## config.mk

```make
export PLATFORM = sky130hd
export DESIGN_NAME = ls_unit
export DESIGN_NICKNAME = d
export VERILOG_FILES = /design/src/rtl/ls_pkg.sv /design/src/rtl/ls_unit.sv
export SDC_FILE = /design/constraint.sdc
export NUM_CORES = 1
export LEC_CHECK = 0
export CORE_MARGIN = 4
export CORE_UTILIZATION = 25
export DETAILED_ROUTE_END_ITERATION = 8
export PLACE_DENSITY = 0.49
export RECOVER_POWER = 100
export SLEW_MARGIN = 40
export SYNTH_ARGS = -nofsm -noshare
export SYNTH_HDL_FRONTEND = slang
export SYNTH_SLANG_ARGS = --single-unit
```

## constraint.sdc

```tcl
create_clock -name CLK -period 4.55 [get_ports CLK]
set_input_delay 0.91 -clock CLK [delete_from_list [all_inputs] [get_ports CLK]]
set_output_delay 0.91 -clock CLK [all_outputs]
set_load 0.1 [all_outputs]
```

## src/rtl/ls_pkg.sv

```systemverilog
// rtl/ls_pkg.sv - shared types and widths for the load/store sequencer
package ls_pkg;

  typedef enum logic [1:0] {IDLE, ACC0, ACC1, RESP} ls_state_t;

  localparam int MEM_DW = 8;
  localparam int REQ_DW = 16;

endpackage

```

## src/rtl/ls_unit.sv

```systemverilog
// rtl/ls_unit.sv - byte/wide load-store sequencer to 8-bit memory; LS_ALIGN_CHECK_EN enables misaligned-wide rejection
module ls_unit
  import ls_pkg::*;
#(
  parameter int AW = 8
) (
  input  logic              CLK,
  input  logic              RstN,
  input  logic              ReqValid,
  output logic              ReqReady,
  input  logic              ReqWrite,
  input  logic              ReqWide,
  input  logic [AW-1:0]     ReqAdr,
  input  logic [REQ_DW-1:0] ReqData,
  output logic              RspValid,
  input  logic              RspReady,
  output logic [REQ_DW-1:0] RspData,
  output logic              RspErr,
  output logic [AW-1:0]     MemAdr,
  output logic              ReadMem,
  output logic              WriteMem,
  output logic [MEM_DW-1:0] MemDataIn,
  input  logic [MEM_DW-1:0] MemDataOut
);

  ls_state_t         state_q, state_d;
  logic [AW-1:0]     adr_q, adr_d;
  logic [REQ_DW-1:0] data_q, data_d;
  logic              write_q, write_d;
  logic              wide_q, wide_d;
  logic [REQ_DW-1:0] rsp_data_q, rsp_data_d;
`ifdef LS_ALIGN_CHECK_EN
  logic              rsp_err_q, rsp_err_d;
`endif

  // State and datapath registers; reset aborts any access in flight
  always_ff @(posedge CLK or negedge RstN) begin
    if (!RstN) begin
      state_q    <= IDLE;
      adr_q      <= '0;
      data_q     <= '0;
      write_q    <= 1'b0;
      wide_q     <= 1'b0;
      rsp_data_q <= '0;
`ifdef LS_ALIGN_CHECK_EN
      rsp_err_q  <= 1'b0;
`endif
    end else begin
      state_q    <= state_d;
      adr_q      <= adr_d;
      data_q     <= data_d;
      write_q    <= write_d;
      wide_q     <= wide_d;
      rsp_data_q <= rsp_data_d;
`ifdef LS_ALIGN_CHECK_EN
      rsp_err_q  <= rsp_err_d;
`endif
    end
  end

  // Next-state: latch request on accept, capture load bytes at the closing edge of each access cycle
  always_comb begin
    state_d    = state_q;
    adr_d      = adr_q;
    data_d     = data_q;
    write_d    = write_q;
    wide_d     = wide_q;
    rsp_data_d = rsp_data_q;
`ifdef LS_ALIGN_CHECK_EN
    rsp_err_d  = rsp_err_q;
`endif
    case (state_q)
      IDLE: begin
        if (ReqValid) begin
          adr_d      = ReqAdr;
          data_d     = ReqData;
          write_d    = ReqWrite;
          wide_d     = ReqWide;
          rsp_data_d = '0;
          state_d    = ACC0;
`ifdef LS_ALIGN_CHECK_EN
          rsp_err_d  = 1'b0;
          if (ReqWide && ReqAdr[0]) begin
            rsp_err_d = 1'b1;
            state_d   = RESP;
          end
`endif
        end
      end
      ACC0: begin
        if (!write_q) rsp_data_d[MEM_DW-1:0] = MemDataOut;
        state_d = wide_q ? ACC1 : RESP;
      end
      ACC1: begin
        if (!write_q) rsp_data_d[REQ_DW-1:MEM_DW] = MemDataOut;
        state_d = RESP;
      end
      RESP: begin
        if (RspReady) state_d = IDLE;
      end
      default: state_d = IDLE;
    endcase
  end

  // Moore outputs decoded from state and latched request only
  always_comb begin
    ReqReady  = 1'b0;
    RspValid  = 1'b0;
    ReadMem   = 1'b0;
    WriteMem  = 1'b0;
    MemAdr    = '0;
    MemDataIn = '0;
    case (state_q)
      IDLE: ReqReady = 1'b1;
      ACC0: begin
        MemAdr    = adr_q;
        ReadMem   = !write_q;
        WriteMem  = write_q;
        MemDataIn = write_q ? data_q[MEM_DW-1:0] : '0;
      end
      ACC1: begin
        MemAdr    = adr_q + {{(AW-1){1'b0}}, 1'b1};
        ReadMem   = !write_q;
        WriteMem  = write_q;
        MemDataIn = write_q ? data_q[REQ_DW-1:MEM_DW] : '0;
      end
      RESP: RspValid = 1'b1;
      default: ReqReady = 1'b0;
    endcase
  end

  assign RspData = rsp_data_q;
`ifdef LS_ALIGN_CHECK_EN
  assign RspErr = rsp_err_q;
`else
  assign RspErr = 1'b0;
`endif

endmodule

```

# ---- After elaboration in Yosys (flattened, before gate mapping)
# Cells that the tools add are included.
dict set report totals {
  ff_bits 44
  inputBits 38
  output_inout_bits 37
  wordCells 40
}
dict set report op_classes {
  addsub 1
  n_eq_ne 7
  mux 16
  n_reduce_logical 9
}
# op n
set op_table {}
lappend op_table {{$pmux W8 S2} 4}
lappend op_table {{$mux W8} 3}
lappend op_table {{$mux W16} 1}
lappend op_table {{$add A8 B1 Y8 const B} 1}
lappend op_table {{$ne A2 B2 Y1 const B} 4}
lappend op_table {{$pmux W2 S4} 1}
lappend op_table {{$reduce_and A3 Y1} 2}
lappend op_table {{$mux W1} 5}
lappend op_table {{$eq A2 B2 Y1 const B} 2}
lappend op_table {{$mux W2} 2}
lappend op_table {{$reduce_and A2 Y1} 2}
lappend op_table {{$reduce_bool A2 Y1} 2}
lappend op_table {{$eq A2 B1 Y1 const B} 1}
lappend op_table {{$logic_not A2 Y1} 1}
lappend op_table {{$reduce_or A2 Y1} 1}
lappend op_table {{$logic_not A1 Y1} 1}

# ---- Depth between registers and ports, before layout
# Gate-level depths: netlist of the first run.
dict set report depth {
  word_depth 3
  depth_mapped 6
  depth_no_buf 5
}

# ---- Worst setup path after synthesis of the first run
# No wires, ideal clock.
dict set report synth_path {
  path_type {register -> output}
  from {register state_q[0]}
  to {output MemDataIn[0]}
  arrival_time_ps 2491
  required_time_ps 3640
  slack_ps 1149
  path_stages_with_launch 6
  n_path_buf 1
  path_cell_list {dfrtp_1 > inv_1 > ha_1 > clkbuf_1 > nand2_1 > nor2_1}
}
dict set report synth_between {
  elab_chain_cells 2
  elab_cells_between_ends 3
  cone_classes {2 x eq/ne; 1 x mux}
}
# element line_no
set synth_lines {}
lappend synth_lines {{start: declaration} ls_unit.sv:26} ;# ls_state_t state_q, state_d;
lappend synth_lines {{start signal: assignment} ls_unit.sv:49} ;# state_q <= state_d;
lappend synth_lines {{$eq A2 B2 Y1 or $eq A2 B1 Y1 (tied branches)} ls_unit.sv:113} ;# case (state_q)
lappend synth_lines {{$pmux W8 S2 *} ls_unit.sv:113}
lappend synth_lines {{end: declaration} ls_unit.sv:22} ;# output logic [MEM_DW-1:0] MemDataIn,
# Mark *: on every way between the ends. The rest lies on a longest branch, timed or not.

# ---- Final worst setup path of the first run
dict set report layout_path {
  from {register state_q[1]}
  to {output MemAdr[4]}
}
dict set report layout_between {
  elab_chain_cells 2
  elab_cells_between_ends 3
  cone_classes {2 x eq/ne; 1 x mux}
}
# element line_no
set layout_lines {}
lappend layout_lines {{$eq A2 B2 Y1 or $eq A2 B1 Y1 (tied branches)} ls_unit.sv:113}
lappend layout_lines {{$pmux W8 S2 *} ls_unit.sv:113}
lappend layout_lines {{end: declaration} ls_unit.sv:19} ;# output logic [AW-1:0] MemAdr,
# Marked as above.

==> results of run 1 <==
==> cell families after synthesis <==
logic type / after synthesis
simple gates: 57
mux: 44
flops: 44
buf+inv: 27
compound gates: 22
fa+ha+maj: 6
other cells: 1
xor+xnor: 1
==> how the worst max path moves through the flow <==
| stage | slack [ns] | depth (start not counted) | to | start |
|---|---|---|---|---|
| after global placement | 1.36 | 4 | ReadMem | state_q[0] |
| after global routing | 0.52 | 7 | MemAdr[4] | state_q[1] |
| after floorplan | 1.15 | 5 | MemDataIn[0] | state_q[0] |
| after detailed placement | 1.54 | 6 | MemAdr[6] | state_q[0] |
| final | 0.75 | 7 | MemAdr[4] | state_q[1] |
| after CTS | 1.22 | 6 | MemAdr[6] | state_q[0] |
==> worst register-to-register path, stage by stage, from the launching register on <==
cell and delay [ns]:
dfrtp_1 0.42, inv_1 0.10, ha_1 0.26, nand2_1 0.46, clkbuf_1 0.70, mux2_2 0.42
==> cells in the mapped netlist, types with 2 or more instances <==
master / number
dfrtp_1: 44
nand2_1: 23
mux2_1: 21
inv_1: 19
mux2i_1: 16
a22oi_1: 10
nor2_1: 9
mux2_2: 7
ha_1: 6
clkbuf_1: 5
nand3_1: 5
nor2b_1: 5
nand2b_1: 4
nor3_1: 3
a21o_1: 2
a21oi_4: 2
and3_1: 2
buf_2: 2
o2111ai_1: 2
o21ai_0: 2
or4_1: 2
==> per-layer routing <==
metal  track usage  vias to the layer above  wire length, um
li1              -                      842                -
met5             0                        -                0
met4        0.0333                        0               72
met3        0.0259                        6              278
met1         0.146                      822             2530
met2         0.180                       48             2700
==> sequential cells by signal, indices dropped and copies added, names as in the netlist <==
name,cells
RspData,16
adr_q,8
data_q,16
wide_q,1
write_q,1
state_q,2
==> per-stage QoR <==
step / cells / hold WS (ns) / worst slack [ns] / utilization / cell area (um^2)
floorplan: 202 / 0.465 / 1.15 / - / 2230
global placement: 378 / 0.474 / 1.36 / 0.349 / 3030
detailed placement: 378 / 0.482 / 1.54 / 0.339 / 2940
CTS: 386 / 0.503 / 1.22 / 0.349 / 3030
global route: 386 / 0.518 / 0.522 / 0.338 / 2940
finish: 386 / 0.497 / 0.749 / 0.338 / 2940
==> area by class of cell <==
type | instances | share of cell area
Clock buffer | 6 | 0.0281
Clock inverter | 2 | 0.00341
Inverter | 19 | 0.0243
Multi-Input combinational cell | 131 | 0.339
Sequential cell | 44 | 0.375
Tap cell | 108 | 0.0460
Timing Repair Buffer | 76 | 0.184
==> qor.csv, run 1 <==
stage,metric,value,unit
critical_path,R2R setup slack,2.09,ns
grt,largest net degree at the start of global routing,45,
clock_network,H-tree Lvls,2,
floorplan,initial core utilization,0.257,
synthesis,"Async S/R FF share, synth",1.00,
synthesis,cell area after synthesis,2230,um^2
critical_path,crit path max-delay cell type,clkbuf_1,
min_path,Hold EP,data_q[7],
clock_network,Max Buffers Root-to-Sink,2,
synthesis,post-synth net total,246,
critical_path,cell breakdown of the critical path,inv_1 -> ha_1 -> clkbuf_1 -> nand2_1 -> o21ai_0 -> a21o_1 -> clkbuf_2,
timing,worst rel slew slack,-0.657,
finish,FF+latch area,1100,um^2
timing,Worst Max-Slew Pin Slew,2.49,ns
finish,fillers,943,
timing,unrepaired setup endpoints after global routing,false,
clock_network,CTS Sinks,44,
finish,P&R area growth vs syn,31.8,%
timing,Final Hold Vio Count,0,
grt,first-pass GRT wire length,9050,um
drt,vias per cell,4.45,
synthesis,largest area contributor in the netlist,dfrtp_1,
grt,GR Util All Layers,0.110,
critical_path,Crit path buffers/inverters,3,
clock_network,CTS buffer count,5,
critical_path,CP endpoint kind,output port,
place,global placement routability congestion,0.724,
timing,Setup TNS,0,ns
finish,"most common cell after layout, fill and taps aside",dfrtp_1,
status,status,"complete, but fails checks",
grt,initial antenna violation count,0,
critical_path,Worst Path Required,3.64,ns
timing,"Period Utilization, post-route",0.835,
synthesis,Mean Syn Cell Area,11.0,um^2
critical_path,"CP delay by family, top",buffers and inverters,
drt,first drt pass iteration count,4,
critical_path,CP max FO,20,
timing,fmax,263,MHz
clock_network,Worst-path clk slew,0.09,ns
clock_network,clk root buf,clkbuf_8,
critical_path,Crit path largest cell delay,0.81,ns
timing,Final Critical Period,3.80,ns
timing,setup violators final,0,
clock_network,clk_lat worst skew,0.29,ns
drt,routed wire length,5580,um
critical_path,R2R Path End,adr_q[6],
min_path,Hold Path Class,reg2reg,
synthesis,"Seq/Total Area, Yosys",0.494,
floorplan,die outline area,10500,um^2
finish,most frequent cells in the layout,"dfrtp_1 (44), clkdlybuf4s50_1 (35), nand2_1 (23), clkbuf_1 (23), mux2_1 (21)",
synthesis,Synth Area in Simple Gates,0.124,
synthesis,Area contributors post-synth,"dfrtp_1 (49%), mux2_1 (11%), mux2i_1 (7.2%)",
min_path,Hold Crit Start,data_q[7],
synthesis,post-synthesis mux area share,0.213,
floorplan,die width,102,um
clock_network,Post-CTS Setup Bufs,0,
clock_network,TritonCTS clock tree,built,
flow_run,Max-cap violations,1,
clock_network,Post-CTS Hold Buffers,0,
min_path,WHS Path Cells,1,
floorplan,Placeable Area,8680,um^2
finish,ant diodes,0,
drt,total number of vias,1718,
critical_path,worst r2r src,state_q[0],
synthesis,Synth Area in Compound Gates,0.0814,
synthesis,main combinational cell family by area after synthesis,multiplexers,
finish,share of cells above drive strength 1,0.119,
synthesis,Post-synth EDFFs,0,
grt,vias in the first global route,1759,
synthesis,synthesized instance count,202,
clock_network,Post-CTS Resized,0,
critical_path,R2R cell count,5,
drt,DRT iter0 DRCs,46,
place,port bufs,73,
drt,post-DR wirelength/cell,14.5,um
floorplan,row cnt,34,
timing,Slew Limit Fails,45,
synthesis,Synth cell types,32,
synthesis,post-synthesis xor/xnor area fraction,0.00393,
timing,clk_skew,0.00846,ns
status,violated checks,"capacitance limit, slew limit",
finish,footprint of the multi-input gates,995,um^2
finish,Layout Nets,321,
critical_path,kind of critical path,reg2out,
synthesis,Post-Synth Adder-Cell Area,0.0337,
floorplan,I/O pin count,75,
grt,total congestion overflow,0,
critical_path,"Arr. time, crit path",2.89,ns
synthesis,Synth Register Bits,44,
floorplan,Die Y,102,um
place,post-DP HPWL,4110,um
critical_path,Critical Path Source Type,register,
synthesis,Main synth FF type,dfrtp_1,
synthesis,synth warn,0,
drt,number of remaining DRC errors,0,
synthesis,area share of the largest cell type after synthesis,0.494,
drt,post-route ant nets,0,
Power of run 1 is not shown: default switching activity piles up to over one toggle a cycle in this logic, so the estimate is an artifact.
==> run 2, diff against run 1 <==
--- a/config.mk
+++ b/config.mk
@@ -8,7 +8,7 @@
 export CORE_MARGIN = 4
 export CORE_UTILIZATION = 25
 export DETAILED_ROUTE_END_ITERATION = 8
-export PLACE_DENSITY = 0.49
+export PLACE_DENSITY = 0.51
 export RECOVER_POWER = 100
 export SLEW_MARGIN = 40
 export SYNTH_ARGS = -nofsm -noshare
==> constraint.sdc (replaced) <==
create_clock -name CLK -period 3.3 [get_ports CLK]
set_input_delay 0.66 -clock CLK [delete_from_list [all_inputs] [get_ports CLK]]
set_output_delay 0.66 -clock CLK [all_outputs]
set_load 0.1 [all_outputs]
==> run 2 against run 1 <==
Effect of this change: the run still ends with capacitance limit, slew limit left; worst hold slack got worse by 0.00091 ns; highest routed layer unchanged; global-route usage shrank 0.26 points; critical path depth is 1 lower; flip-flop and latch count unchanged.
==> qor.csv, run 2 (synthesis gave the netlist of run 1 again) <==
stage,metric,value,unit
status,status,"complete, but fails checks",
status,violated checks,"capacitance limit, slew limit",
clock_network,Post-CTS Setup Bufs,0,
clock_network,H-tree Lvls,2,
grt,GR Util All Layers,0.108,
timing,unrepaired setup endpoints after global routing,false,
clock_network,CTS Sinks,44,
flow_run,Max-cap violations,1,
clock_network,Post-CTS Resized,0,
drt,vias per cell,4.41,
min_path,Hold Path Class,reg2reg,
critical_path,crit path max-delay cell type,or4_1,
critical_path,"Arr. time, crit path",2.34,ns
drt,post-route ant nets,0,
floorplan,I/O pin count,75,
timing,Slew Limit Fails,45,
floorplan,Die Y,102,um
finish,FF+latch area,1100,um^2
place,post-DP HPWL,4130,um
grt,vias in the first global route,1718,
place,port bufs,73,
finish,most frequent cells in the layout,"dfrtp_1 (44), clkdlybuf4s50_1 (36), nand2_1 (23), clkbuf_1 (23), mux2_1 (22)",
timing,Worst Max-Slew Pin Slew,2.44,ns
floorplan,die outline area,10500,um^2
critical_path,Crit path largest cell delay,0.53,ns
floorplan,Placeable Area,8680,um^2
timing,Final Critical Period,3.00,ns
timing,worst rel slew slack,-0.625,
timing,fmax,334,MHz
drt,DRT iter0 DRCs,36,
critical_path,CP endpoint kind,output port,
finish,Layout Nets,322,
clock_network,Worst-path clk slew,0.09,ns
floorplan,die width,102,um
clock_network,Post-CTS Hold Buffers,0,
place,global placement routability congestion,0.720,
clock_network,clk_lat worst skew,0.29,ns
clock_network,TritonCTS clock tree,built,
critical_path,crit path from,state_q[1],
critical_path,Critical Path Source Type,register,
timing,Final Hold Vio Count,0,
clock_network,clk root buf,clkbuf_8,
finish,fillers,922,
critical_path,Worst Path Required,2.64,ns
grt,first-pass GRT wire length,8830,um
critical_path,kind of critical path,reg2out,
finish,footprint of the multi-input gates,998,um^2
finish,share of cells above drive strength 1,0.122,
drt,total number of vias,1705,
floorplan,initial core utilization,0.257,
finish,P&R area growth vs syn,33.9,%
critical_path,cell breakdown of the critical path,inv_1 -> ha_1 -> nand2_1 -> or4_1 -> nand3_1 -> buf_12,
grt,total congestion overflow,0,
timing,Setup TNS,0,ns
critical_path,CP max FO,11,
clock_network,CTS buffer count,5,
finish,ant diodes,0,
critical_path,worst r2r src,state_q[1],
timing,clk_skew,0.00854,ns
finish,"most common cell after layout, fill and taps aside",dfrtp_1,
critical_path,R2R cell count,6,
drt,first drt pass iteration count,4,
floorplan,row cnt,34,
critical_path,CP Capture Point,MemAdr[6],
drt,routed wire length,5540,um
critical_path,R2R setup slack,0.64,ns
grt,initial antenna violation count,0,
critical_path,R2R Path End,RspData[7],
drt,number of remaining DRC errors,0,
timing,"Period Utilization, post-route",0.908,
clock_network,Max Buffers Root-to-Sink,2,
drt,post-DR wirelength/cell,14.3,um
grt,largest net degree at the start of global routing,45,
timing,setup violators final,0,
run 2: metal layers:
layer,part of all wire,vias up,global-route usage
li1,-,840,-
met5,0,-,0
met4,0.014,0,0.0363
met3,0.063,6,0.0280
met1,0.47,815,0.143
met2,0.46,44,0.171
run 2: how the worst min path moves through the flow:
stage               start         end  slack (ns)  depth (start not counted)
5_1_grt         data_q[8]   data_q[8]        0.51                          1
6_report       data_q[14]  data_q[14]        0.50                          1
3_5_place_dp   data_q[12]  data_q[12]        0.48                          1
4_1_cts              RstN  RspData[2]        0.38                          1
3_3_place_gp    data_q[2]   data_q[2]        0.48                          1
2_1_floorplan        RstN  RspData[0]        0.36                          0
run 2: final cells by class:
cell class,instances,area share
repair buffers,77,0.191
clock buffers,6,0.0243
flip-flops and latches,44,0.369
multi-input cells,131,0.335
inverters,19,0.0239
clock inverters,2,0.0117
well taps,108,0.0453
run 2: metrics by stage:
stage          hold WS [ns]   util  cells  setup slack (ns)  area (um^2)
2_1_floorplan         0.364      -    202             0.149         2230
6_report              0.496  0.344    387             0.303         2980
3_5_place_dp          0.482  0.368    379             0.626         3200
3_3_place_gp          0.476  0.368    379             0.685         3190
4_1_cts               0.385  0.381    387             0.304         3300
5_1_grt               0.514  0.344    387             0.122         2980
run 2: worst max-delay path, delay by kind of cell, from the launching register on:
family	cells	cell delay [ns]
fa+ha+maj	1	0.45
simple gates	3	0.87
flops	1	0.42
buf+inv	2	0.30
Power of run 2 is left out for the same reason.
==> run 3, diff against run 2 <==
--- a/config.mk
+++ b/config.mk
@@ -7,9 +7,11 @@
 export LEC_CHECK = 0
 export CORE_MARGIN = 4
 export CORE_UTILIZATION = 25
+export CTS_CLUSTER_SIZE = 12
 export DETAILED_ROUTE_END_ITERATION = 8
 export PLACE_DENSITY = 0.51
 export RECOVER_POWER = 100
+export SKIP_CTS_REPAIR_TIMING = 1
 export SLEW_MARGIN = 40
 export SYNTH_ARGS = -nofsm -noshare
 export SYNTH_HDL_FRONTEND = slang
==> results of run 3 <==
Same layout as run 2: the final DEF is identical, and so are final timing and power.
Power of run 3 is left out for the same reason.
